===== config.mk =====
export PLATFORM = sky130hd
export DESIGN_NAME = addsub_serial_n
export DESIGN_NICKNAME = d
export VERILOG_FILES = /design/src/rtl/addsub_serial_n.sv
export SDC_FILE = /design/constraint.sdc
export NUM_CORES = 1
export LEC_CHECK = 0
export ABC_CLOCK_PERIOD_IN_PS = 3900
export CORE_UTILIZATION = 40
export DETAILED_ROUTE_END_ITERATION = 10
export PLACE_DENSITY = 0.65
export SYNTH_ARGS = -nofsm -noshare
export SYNTH_HDL_FRONTEND = slang
export SYNTH_SLANG_ARGS = --single-unit

===== constraint.sdc =====
create_clock -name clk -period 3.9 [get_ports clk]
set_input_delay 0.78 -clock clk [delete_from_list [all_inputs] [get_ports clk]]
set_output_delay 0.78 -clock clk [all_outputs]
set_load 0.005 [all_outputs]

===== src/rtl/addsub_serial_n.sv =====
// Digit-serial add/subtract with status flags. It handles W bits per clock over N/W cycles and
// uses valid/ready on both sides. Define ADDSUB_SAT_EN to saturate the sum on signed overflow.
module addsub_serial_n #(
    parameter int unsigned N = 32,
    parameter int unsigned W = 8
) (
    input  logic         clk,
    input  logic         rst,
    input  logic         i_valid,
    output logic         o_ready,
    input  logic [N-1:0] a,
    input  logic [N-1:0] b,
    input  logic         sub,
    output logic         o_valid,
    input  logic         i_ready,
    output logic [N-1:0] sum,
    output logic         c_out,
    output logic         overflow,
    output logic         zero,
    output logic         negative
);

    localparam int unsigned Digits = N / W;
    localparam int unsigned CntW   = (Digits > 1) ? $clog2(Digits) : 1;
    localparam logic [CntW-1:0] LastDigit = CntW'(Digits - 1);

`ifdef ADDSUB_SAT_EN
    localparam logic [N-1:0] One    = 1;
    localparam logic [N-1:0] SatMin = One << (N - 1);
    localparam logic [N-1:0] SatMax = ~SatMin;
`endif

    typedef enum logic [1:0] {StIdle, StBusy, StDone} state_e;

    state_e          state_q;
    logic [N-1:0]    a_q, b_q, s_q;
    logic            carry_q;
    logic [CntW-1:0] cnt_q;

    logic [W-1:0] a_dig, b_dig, s_dig;
    logic         carry_nxt, msb_cin, ovf_nxt;
    logic [N-1:0] s_nxt, res_nxt;

    always_comb begin
        a_dig = a_q[cnt_q*W +: W];
        b_dig = b_q[cnt_q*W +: W];
        {carry_nxt, s_dig} = {1'b0, a_dig} + {1'b0, b_dig} + {{W{1'b0}}, carry_q};
        // On the last digit this is the carry into bit N-1.
        msb_cin = a_dig[W-1] ^ b_dig[W-1] ^ s_dig[W-1];
        ovf_nxt = msb_cin ^ carry_nxt;
        s_nxt = s_q;
        s_nxt[cnt_q*W +: W] = s_dig;
        res_nxt = s_nxt;
`ifdef ADDSUB_SAT_EN
        if (ovf_nxt) begin
            res_nxt = a_q[N-1] ? SatMin : SatMax;
        end
`endif
    end

    always_ff @(posedge clk) begin
        if (rst) begin
            state_q  <= StIdle;
            o_ready  <= 1'b1;
            o_valid  <= 1'b0;
            sum      <= '0;
            c_out    <= 1'b0;
            overflow <= 1'b0;
            zero     <= 1'b0;
            negative <= 1'b0;
            a_q      <= '0;
            b_q      <= '0;
            s_q      <= '0;
            carry_q  <= 1'b0;
            cnt_q    <= '0;
        end else begin
            unique case (state_q)
                StIdle: begin
                    if (i_valid && o_ready) begin
                        a_q     <= a;
                        b_q     <= sub ? ~b : b;
                        carry_q <= sub;
                        s_q     <= '0;
                        cnt_q   <= '0;
                        o_ready <= 1'b0;
                        state_q <= StBusy;
                    end
                end
                StBusy: begin
                    s_q     <= s_nxt;
                    carry_q <= carry_nxt;
                    cnt_q   <= cnt_q + 1'b1;
                    if (cnt_q == LastDigit) begin
                        cnt_q    <= '0;
                        o_valid  <= 1'b1;
                        sum      <= res_nxt;
                        c_out    <= carry_nxt;
                        overflow <= ovf_nxt;
                        zero     <= (res_nxt == '0);
                        negative <= res_nxt[N-1];
                        state_q  <= StDone;
                    end
                end
                StDone: begin
                    if (i_ready) begin
                        o_valid <= 1'b0;
                        o_ready <= 1'b1;
                        state_q <= StIdle;
                    end
                end
                default: begin
                    o_valid <= 1'b0;
                    o_ready <= 1'b1;
                    state_q <= StIdle;
                end
            endcase
        end
    end

endmodule


==> results by group, run 1 <==
Status
  – Status: complete, no violations

Global routing
  – Largest net degree at the start of global routing: between 90 and 100
  – Most crowded layer after global routing: met2
  – Vias in the first global route: between 5000 and 6000
  – Initial antenna violation count: 0
  – GRT Resource Usage Total: 0.2074
  – Met2 Use GR: 0.3439
  – Met3 GRT Util: 0.04715
  – Grt met1 use: 0.2619
  – First-pass GRT wire length: around 27000 um
  – Total gr overflow: 0

STA
  – Post-Route Setup TNS: 0 ps
  – Max Fclk: between 200 and 300 MHz
  – Final Critical Period: 3424 ps
  – Worst-Margin Slew: around 860 ps
  – Fin. Hold Viols: 0
  – RSZ-0062 raised after global routing: no
  – Relative slew slack: 0.4269
  – Part of the cycle the worst path needs: 0.8780
  – Final Skew: a little under 10 ps
  – Finish-stage setup viols: 0
  – Slew Limit Fails: 0

Clock network
  – H-Tree Level Count: 4
  – Worst-skew pair later-pin latency: roughly 430 ps
  – Clock transition at path regs: 60 ps
  – CTS Hold Bufs: 0
  – Root cell of the clock tree: clkbuf_16
  – Post-CTS setup buffer count: 0
  – CTS tree: yes
  – CTS Sinks: 138
  – Total CTS buffers: 17
  – # resized after CTS: 0
  – Clock tree buffer depth: 2

Logic synthesis
  – Sequential-to-total area share from yosys stat: 0.4208
  – Asr flop ratio synth: 0
  – Post-synth top cells: 138 x dfxtp_1, 128 x nor2_1, 89 x nand2_1
  – Syn Inst Count: approximately 750
  – Synth area leaders: dfxtp_1 42%, nor2_1 7.3%, a211oi_1 6.9%
  – Top_reg_cell synth: dfxtp_1
  – Yosys top cell by area: dfxtp_1
  – Synth Register Bits: between 100 and 150
  – Cell area after synthesis: about 0.0066 mm2
  – Synth Warn #: 0
  – Share of the synthesized area in the top cell type: 0.4208
  – Syn nets: roughly 840
  – Syn_area_per_cell: just under 9 um2
  – Synth cell types: 60
  – Top-count cell post-synth: dfxtp_1
  – Post-synth EDFFs: 0

Floorplanning
  – Die Y: roughly 130 um
  – Core region area: between 0.015 and 0.02 mm2
  – Area of the die: between 0.015 and 0.02 mm2
  – Placement row count: 46
  – Initial Utilization: 0.4118
  – Ports: between 100 and 150
  – Die Wd: around 130 um

Setup path
  – CP dominant cell by count: fa_1
  – CP bufs+invs: 2
  – R2R Path Start: cnt_q[1]
  – Critical path arrival: 3770 ps
  – Critical path's top delay family: simple AND/OR/NAND/NOR gates
  – Worst setup EP type: flip-flop
  – Crit path cell chain: buf_4 > mux4_2 > fa_1 > inv_1 > fa_1 > nor2_1 > a31oi_1 > o2111ai_1 > or3_1 > nor4_2 > nand4_1 > o31ai_2
  – Worst path slowest cell: fa_1
  – CP peak stage delay: about 420 ps
  – Reg-to-reg slack, setup: 480 ps
  – FF-to-FF path depth: 12
  – RR Endpoint: zero
  – Worst-path maximum fanout: 20
  – CP startpoint kind: flip-flop
  – WS Path Type: flip-flop to flip-flop
  – Worst Path Required: ~4300 ps

Power
  – Pwr dens: 446.1 mW/mm2
  – VDD IR-drop max: between 300 and 400 uV
  – Leak Pwr: roughly 2.9 nW

Finish
  – Syn-to-layout area delta: 26.64%
  – Final #Nets: approximately 910
  – Share of layout cells above drive strength 1: 0.09988
  – N_diodes: 0
  – Final design utilization: 0.5215

Drt
  – Post-route DRC: 0
  – Pre-Repair DR Iteration Count: 7
  – Vias per Instance: around 5.3
  – DR vias: about 5600
  – Iter 0 DRT Violations: 300
  – Routed WL: ~17000 um
  – Wire per inst: between 15 and 20 um
  – Post-route ant nets: 0

Hold path
  – Worst Hold End: a_q[24]
  – Hold path start: a_q[24]
  – Path type of the worst min-delay path: flip-flop to flip-flop
  – Hold depth: 2

Place
  – Dpl hpwl: about 12000 um
  – Routability cong.: roughly 0.92
  – Number of port buffers: 106

Flow run
  – Max-cap violation count: 0
==> registers in the layout, summed over array words and instances (netlist names), 2 cells and up <==
| signal | cells |
|---|---|
| a_q | 32 |
| b_q | 32 |
| cnt_q | 2 |
| s_q | 32 |
| state_q | 2 |
| sum | 32 |
==> tightest hold or removal path, cell delays in order, from the launching register on <==
cell,delay (ps)
dfxtp_1,310
nand2_1,50
a21oi_1,50
==> final cells by class <==
cell class / instances / area (um2)
clock buffer: 19 / 432.9
clock inverter: 12 / 150.1
fill: 1558 / 7629
inverter: 11 / 41.29
multi-input combinational: 542 / 3493
sequential: 138 / 2763
tap: 216 / 270.3
timing repair buffer: 119 / 1164
==> placed cells by master (no fill, tap or decap), types with 16 or more instances in the layout <==
master,instances
nand3_1,16
clkbuf_16,17
clkdlybuf4s50_1,104
a31oi_1,20
a22oi_1,16
a21oi_1,55
a211oi_1,60
xnor2_1,33
nor2_1,128
dfxtp_1,138
mux4_2,16
nand2_1,88
==> worst max path at each step <==
stage / start / to / slack [ps] / cells after the start
global placement: cnt_q[0] / s_q[5] / 630 / 10
finish: cnt_q[1] / zero / 480 / 12
detailed placement: cnt_q[1] / zero / 520 / 12
CTS: cnt_q[1] / zero / 500 / 12
global route: cnt_q[1] / zero / 210 / 12
floorplan: cnt_q[0] / zero / 100 / 14
==> metal layers <==
layer / share of wire / wire length, um
met5: 0 / 0
met3: 0.046 / 764
met2: 0.49 / 8217
met4: 0.018 / 302
met1: 0.44 / 7348
==> power by group <==
part,internal [W],total [W],switching [W]
sequential,0.00148,0.00152,0.0000414
combinational,0.000245,0.000583,0.000338
clock,0.000998,0.00161,0.000611
==> per-stage QoR <==
stage	worst slack [ps]	cells	total power (W)	hold slack [ps]	cell area, um2
floorplan	96.79	751	0.001930	433.1	6565
global placement	631.6	1026	0.002124	441.4	7731
detailed placement	524.7	1026	0.002129	445.8	7731
CTS	499.3	1057	0.003732	453.9	8314
global route	209.9	1057	0.003862	477.2	8314
finish	475.7	1057	0.003709	453.8	8314
==> logic make-up (layout without fill, tap and decap cells) <==
kind of cell | Yosys count | count (layout) | share of synthesized area
simple gates | 284 | 284 | 0.1973
compound gates | 187 | 187 | 0.1936
flops | 138 | 138 | 0.4208
buf+inv | 71 | 161 | 0.04784
xor+xnor | 39 | 39 | 0.05317
mux | 17 | 17 | 0.05641
fa+ha+maj | 15 | 15 | 0.03088
(Power assumes the default switching activity.)
==> run 2, diff against run 1 <==
REMOVE_ABC_BUFFERS = 1   (was unset)
==> results by group, run 2 (synthesized netlist as in run 1, its figures left out) <==
Status
  – Status: complete, no violations

Flow run
  – Max-cap violation count: 0

STA
  – Fin. Hold Viols: 0
  – Slew Limit Fails: 0
  – Part of the cycle the worst path needs: 0.8604
  – Relative slew slack: 0.2838
  – Post-Route Setup TNS: 0 ps
  – Hold WS: ~450 ps
  – Finish-stage setup viols: 0
  – Worst-Margin Slew: around 1100 ps
  – RSZ-0062 raised after global routing: no
  – Max Fclk: approximately 300 MHz
  – Final Skew: 6.109 ps
  – Final Critical Period: around 3400 ps

Drt
  – Iter 0 DRT Violations: about 300
  – Routed WL: about 16000 um
  – Vias per Instance: about 5.3
  – Pre-Repair DR Iteration Count: 5
  – Post-route ant nets: 0
  – DR vias: around 5600
  – Wire per inst: between 15 and 20 um
  – Post-route DRC: 0

Clock network
  – Clock tree buffer depth: 2
  – Total CTS buffers: 17
  – Post-CTS setup buffer count: 0
  – CTS Hold Bufs: 0
  – Root cell of the clock tree: clkbuf_16
  – Worst-skew pair later-pin latency: approximately 420 ps
  – CTS Sinks: between 100 and 150
  – H-Tree Level Count: 4
  – CTS tree: yes
  – Clock transition at path regs: around 60 ps
  – # resized after CTS: 0

Setup path
  – Worst-path maximum fanout: 20
  – Critical Path Start: cnt_q[1]
  – Worst setup EP type: flip-flop
  – FF-to-FF path depth: 10
  – RR Endpoint: sum[5]
  – CP peak stage delay: around 560 ps
  – Worst Path Required: 4150 ps
  – CP startpoint kind: flip-flop
  – Critical path's top delay family: compound AO/OA/AOI/OAI gates
  – CP bufs+invs: 1
  – Reg-to-reg slack, setup: between 500 and 600 ps
  – R2R Path Start: cnt_q[1]
  – Crit path cell chain: buf_4 > mux4_2 > ha_1 > a211oi_1 > o21bai_1 > a21oi_1 > xor2_1 > nor2_1 > a21oi_1 > a211oi_1
  – Worst path slowest cell: mux4_2
  – Critical path arrival: about 3600 ps
  – WS Path Type: flip-flop to flip-flop

Floorplanning
  – Ports: 107
  – Initial Utilization: 0.4118
  – Die Y: approximately 130 um
  – Core region area: approximately 0.016 mm2
  – Area of the die: between 0.015 and 0.02 mm2
  – Die Wd: 130.1 um
  – Placement row count: 46

Hold path
  – Worst Hold End: a_q[21]
  – Path type of the worst min-delay path: flip-flop to flip-flop
  – Hold depth: 2
  – Hold path start: a_q[21]

Global routing
  – First-pass GRT wire length: 26930 um
  – Largest net degree at the start of global routing: around 110
  – Initial antenna violation count: 0
  – Vias in the first global route: 5375
  – GRT Resource Usage Total: 0.2042
  – Total gr overflow: 0

Power
  – Cell-internal power: 0.002832 W
  – Switching Fraction: 0.2577
  – Sw power: between 0.0009 and 0.001 W
  – Sequential share of power: 0.398
  – Leak Pwr: a little under 3 nW
  – Comb power frac: 0.152
  – Clock share of power: 0.450
  – VDD IR-drop max: about 320 uV
  – Pwr dens: around 460 mW/mm2

Finish
  – Final #Nets: 911
  – Most common cell after layout, fill and taps aside: dfxtp_1
  – Final std cells w/o fill: roughly 1100
  – N_diodes: 0
  – Sequential Area: 0.002764 mm2
  – Multi-input logic area: between 0.003 and 0.004 mm2
  – FILL cells: approximately 1500
  – Commonest cells after routing, fill and taps aside: 137 x dfxtp_1, 128 x nor2_1, 104 x clkdlybuf4s50_1
  – Share of layout cells above drive strength 1: 0.09881
  – Syn-to-layout area delta: 27.33%

Place
  – Number of port buffers: 106
  – Routability cong.: between 0.8 and 0.9
  – Number of instances in the placed design: about 1000
  – Dpl hpwl: about 11000 um
run 2: cell count changes in the layout (fill, tap and decap cells not counted):
cell	change
bufinv_16	+1
clkbuf_8	+2
clkinvlp_4	-2
inv_6	+1
buf_12	+1
and2_4	+1
clkinv_2	-2
and2_2	-1
clkbuf_1	+1
dfxtp_2	+1
buf_4	-3
dfxtp_1	-1
run 2: worst reg2reg max path: cells and delay by family, from the launching register on:
kind,cells,cell delay [ps]
adders and majority gates,1,300
and+or+nand+nor,1,110
AOI/OAI and AO/OA,5,1080
buffers and inverters,1,300
DFF,1,340
xor gates and xnor gates,1,490
muxes,1,570
run 2: power groups by stage:
| stage | registers (W) | logic [W] | clock network [W] |
|---|---|---|---|
| 4_1_cts | 0.00152 | 0.000582 | 0.00174 |
| 6_report | 0.00152 | 0.000581 | 0.00172 |
| 5_1_grt | 0.00153 | 0.000639 | 0.00181 |
| 2_1_floorplan | 0.00154 | 0.000350 | 0 |
| 3_5_place_dp | 0.00155 | 0.000579 | 0 |
| 3_3_place_gp | 0.00155 | 0.000575 | 0 |
run 2: how the worst max path moves through the flow:
stage          endpoint  slack, ps  cells after the start
2_1_floorplan      zero         30                     11
3_3_place_gp       zero        600                     11
3_5_place_dp       zero        560                     11
4_1_cts            zero        540                     12
5_1_grt            zero        280                     10
6_report         sum[5]        540                     10
run 2: metal layers:
| layer | global-route usage | wire [um] |
|---|---|---|
| met5 | 0 | 0 |
| met4 | 0.07319 | 240 |
| met2 | 0.3392 | 7829 |
| met1 | 0.2591 | 7206 |
| met3 | 0.04633 | 680 |
run 2: final cells by class:
type	count	share of cell area
tap	216	0.03233
clock inverter	10	0.01961
multi-input combinational	542	0.4181
sequential	138	0.3306
clock buffer	22	0.05553
timing repair buffer	117	0.1389
inverter	11	0.004939
run 2: metrics by stage:
step / setup slack (ps) / power, W / instance area [um2] / utilization
detailed placement: 560.3 / 0.002129 / 7731 / 0.4849
floorplan: 32.93 / 0.001891 / 6292 / -
finish: 544.3 / 0.003815 / 8359 / 0.5243
global placement: 600.9 / 0.002126 / 7731 / 0.4849
CTS: 543.8 / 0.003846 / 8359 / 0.5243
global route: 278.0 / 0.003976 / 8359 / 0.5243
==> run 3, diff against run 2 <==
MAX_ROUTING_LAYER = met4   (was unset)
==> results by group, run 3 (synthesized netlist as in run 1, its figures left out) <==
Clock network
  – Clock transition at path regs: roughly 60 ps
  – Clock tree buffer depth: 2
  – Root cell of the clock tree: clkbuf_16
  – Worst-skew pair later-pin latency: between 400 and 500 ps
  – Post-CTS setup buffer count: 0
  – CTS Hold Bufs: 0
  – Total CTS buffers: 17
  – # resized after CTS: 0
  – CTS tree: yes
  – H-Tree Level Count: 4
  – CTS Sinks: 138

Setup path
  – Worst Path Required: 4240 ps
  – WS Path Type: flip-flop to flip-flop
  – FF-to-FF path depth: 12
  – Critical path arrival: 3690 ps
  – Worst setup EP type: flip-flop
  – CP dominant cell by count: fa_1
  – Worst path slowest cell: or3_1
  – Reg-to-reg slack, setup: 550 ps
  – CP startpoint kind: flip-flop
  – RR Endpoint: zero
  – CP peak stage delay: between 400 and 500 ps
  – Worst-path maximum fanout: 20
  – Crit path cell chain: buf_4 > mux4_2 > fa_1 > inv_1 > fa_1 > nor2_1 > a31oi_1 > o2111ai_1 > or3_1 > nor4_2 > nand4_1 > o31ai_2
  – R2R Path Start: cnt_q[1]

Power
  – Leak Pwr: slightly below 3 nW
  – Pwr dens: roughly 460 mW/mm2
  – Power after layout: about 0.0038 W
  – VDD IR-drop max: roughly 320 uV

Place
  – Routability cong.: around 0.91
  – Number of port buffers: about 110
  – Dpl hpwl: 11040 um
  – Post-DP Area: about 0.0077 mm2
  – Number of instances in the placed design: around 1000

STA
  – Final Critical Period: 3348 ps
  – RSZ-0062 raised after global routing: no
  – Worst-Margin Slew: approximately 1100 ps
  – Max Fclk: between 200 and 300 MHz
  – Part of the cycle the worst path needs: 0.8584
  – Final Skew: 7.782 ps
  – Finish-stage setup viols: 0
  – Post-Route Setup TNS: 0 ps
  – Slew Limit Fails: 0
  – Fin. Hold Viols: 0
  – Relative slew slack: 0.2809

Drt
  – DR vias: 5559
  – Post-route ant nets: 0
  – Wire per inst: between 15 and 20 um
  – Iter 0 DRT Violations: 279
  – Routed WL: 15940 um
  – Vias per Instance: roughly 5.3
  – Post-route DRC: 0
  – Pre-Repair DR Iteration Count: 4

Floorplanning
  – Area of the die: around 0.017 mm2
  – Ports: ~110
  – Placement row count: 46
  – Core region area: around 0.016 mm2
  – Die Y: 130.1 um
  – Die Wd: between 100 and 150 um
  – Initial Utilization: 0.4118

Status
  – Status: complete, no violations

Global routing
  – First-pass GRT wire length: between 20000 and 30000 um
  – Total gr overflow: 0
  – Vias in the first global route: between 5000 and 6000
  – Initial antenna violation count: 0
  – GRT Resource Usage Total: 0.2106
  – Largest net degree at the start of global routing: approximately 110

Finish
  – Syn-to-layout area delta: 27.33%
  – Share of layout cells above drive strength 1: 0.09881
  – Fin area: 0.008359 mm2
  – Final design utilization: 0.5243
  – Final #Nets: 911
  – Final std cells w/o fill: 1056
  – Most common cell after layout, fill and taps aside: dfxtp_1
  – N_diodes: 0
  – Commonest cells after routing, fill and taps aside: 137 x dfxtp_1, 128 x nor2_1, 104 x clkdlybuf4s50_1

Hold path
  – Path type of the worst min-delay path: flip-flop to flip-flop
  – Hold depth: 2
  – Worst Hold End: a_q[21]
  – Hold path start: a_q[21]

Flow run
  – Max-cap violation count: 0
run 3: cell counts in the layout (fill, tap and decap cells not counted):
Identical to the previous run, type by type.
run 3: worst max-delay path by stage:
stage / from / endpoint / slack [ps] / depth (start not counted)
final: cnt_q[1] / zero / 550 / 12
after global routing: cnt_q[0] / zero / 280 / 10
after CTS: cnt_q[1] / zero / 540 / 12
after detailed placement: cnt_q[0] / zero / 560 / 11
after floorplan: cnt_q[0] / zero / 30 / 11
after global placement: cnt_q[0] / zero / 600 / 11
run 3: critical path, delay by kind of cell (launching register included):
| family | cells | cell delay [ps] |
|---|---|---|
| mux | 1 | 370 |
| buf+inv | 2 | 380 |
| simple gates | 4 | 900 |
| fa+ha+maj | 2 | 600 |
| flops | 1 | 340 |
| compound gates | 3 | 650 |
run 3: cell type report:
class | count | area [um2]
fillers | 1524 | 7584
multi-input cells | 542 | 3495
flip-flops and latches | 138 | 2764
repair buffers | 117 | 1161
clock buffers | 22 | 464.2
well taps | 216 | 270.3
clock inverters | 10 | 163.9
inverters | 11 | 41.29
run 3: report_power, final:
group	internal (W)	switching [W]	leakage, nW	total (W)
Clock	0.00111	0.000608	0.305	0.00171
Sequential	0.00148	0.0000420	1.12	0.00152
Combinational	0.000249	0.000332	1.45	0.000581
Total	0.00283	0.000982	2.88	0.00381
run 3: stage by stage:
stage	hold WS, ps	worst slack (ps)
3_5_place_dp	443.1	560.3
6_report	449.4	552.2
5_1_grt	473.0	278.0
3_3_place_gp	443.0	600.9
4_1_cts	451.2	543.8
2_1_floorplan	427.1	32.93
run 3: layer usage:
metal,track usage,up-vias,part of all wire
li1,-,2804,-
met1,0.2596,2571,0.45
met2,0.3395,161,0.49
met3,0.04551,23,0.045
met4,0.07319,0,0.016
met5,-,-,0
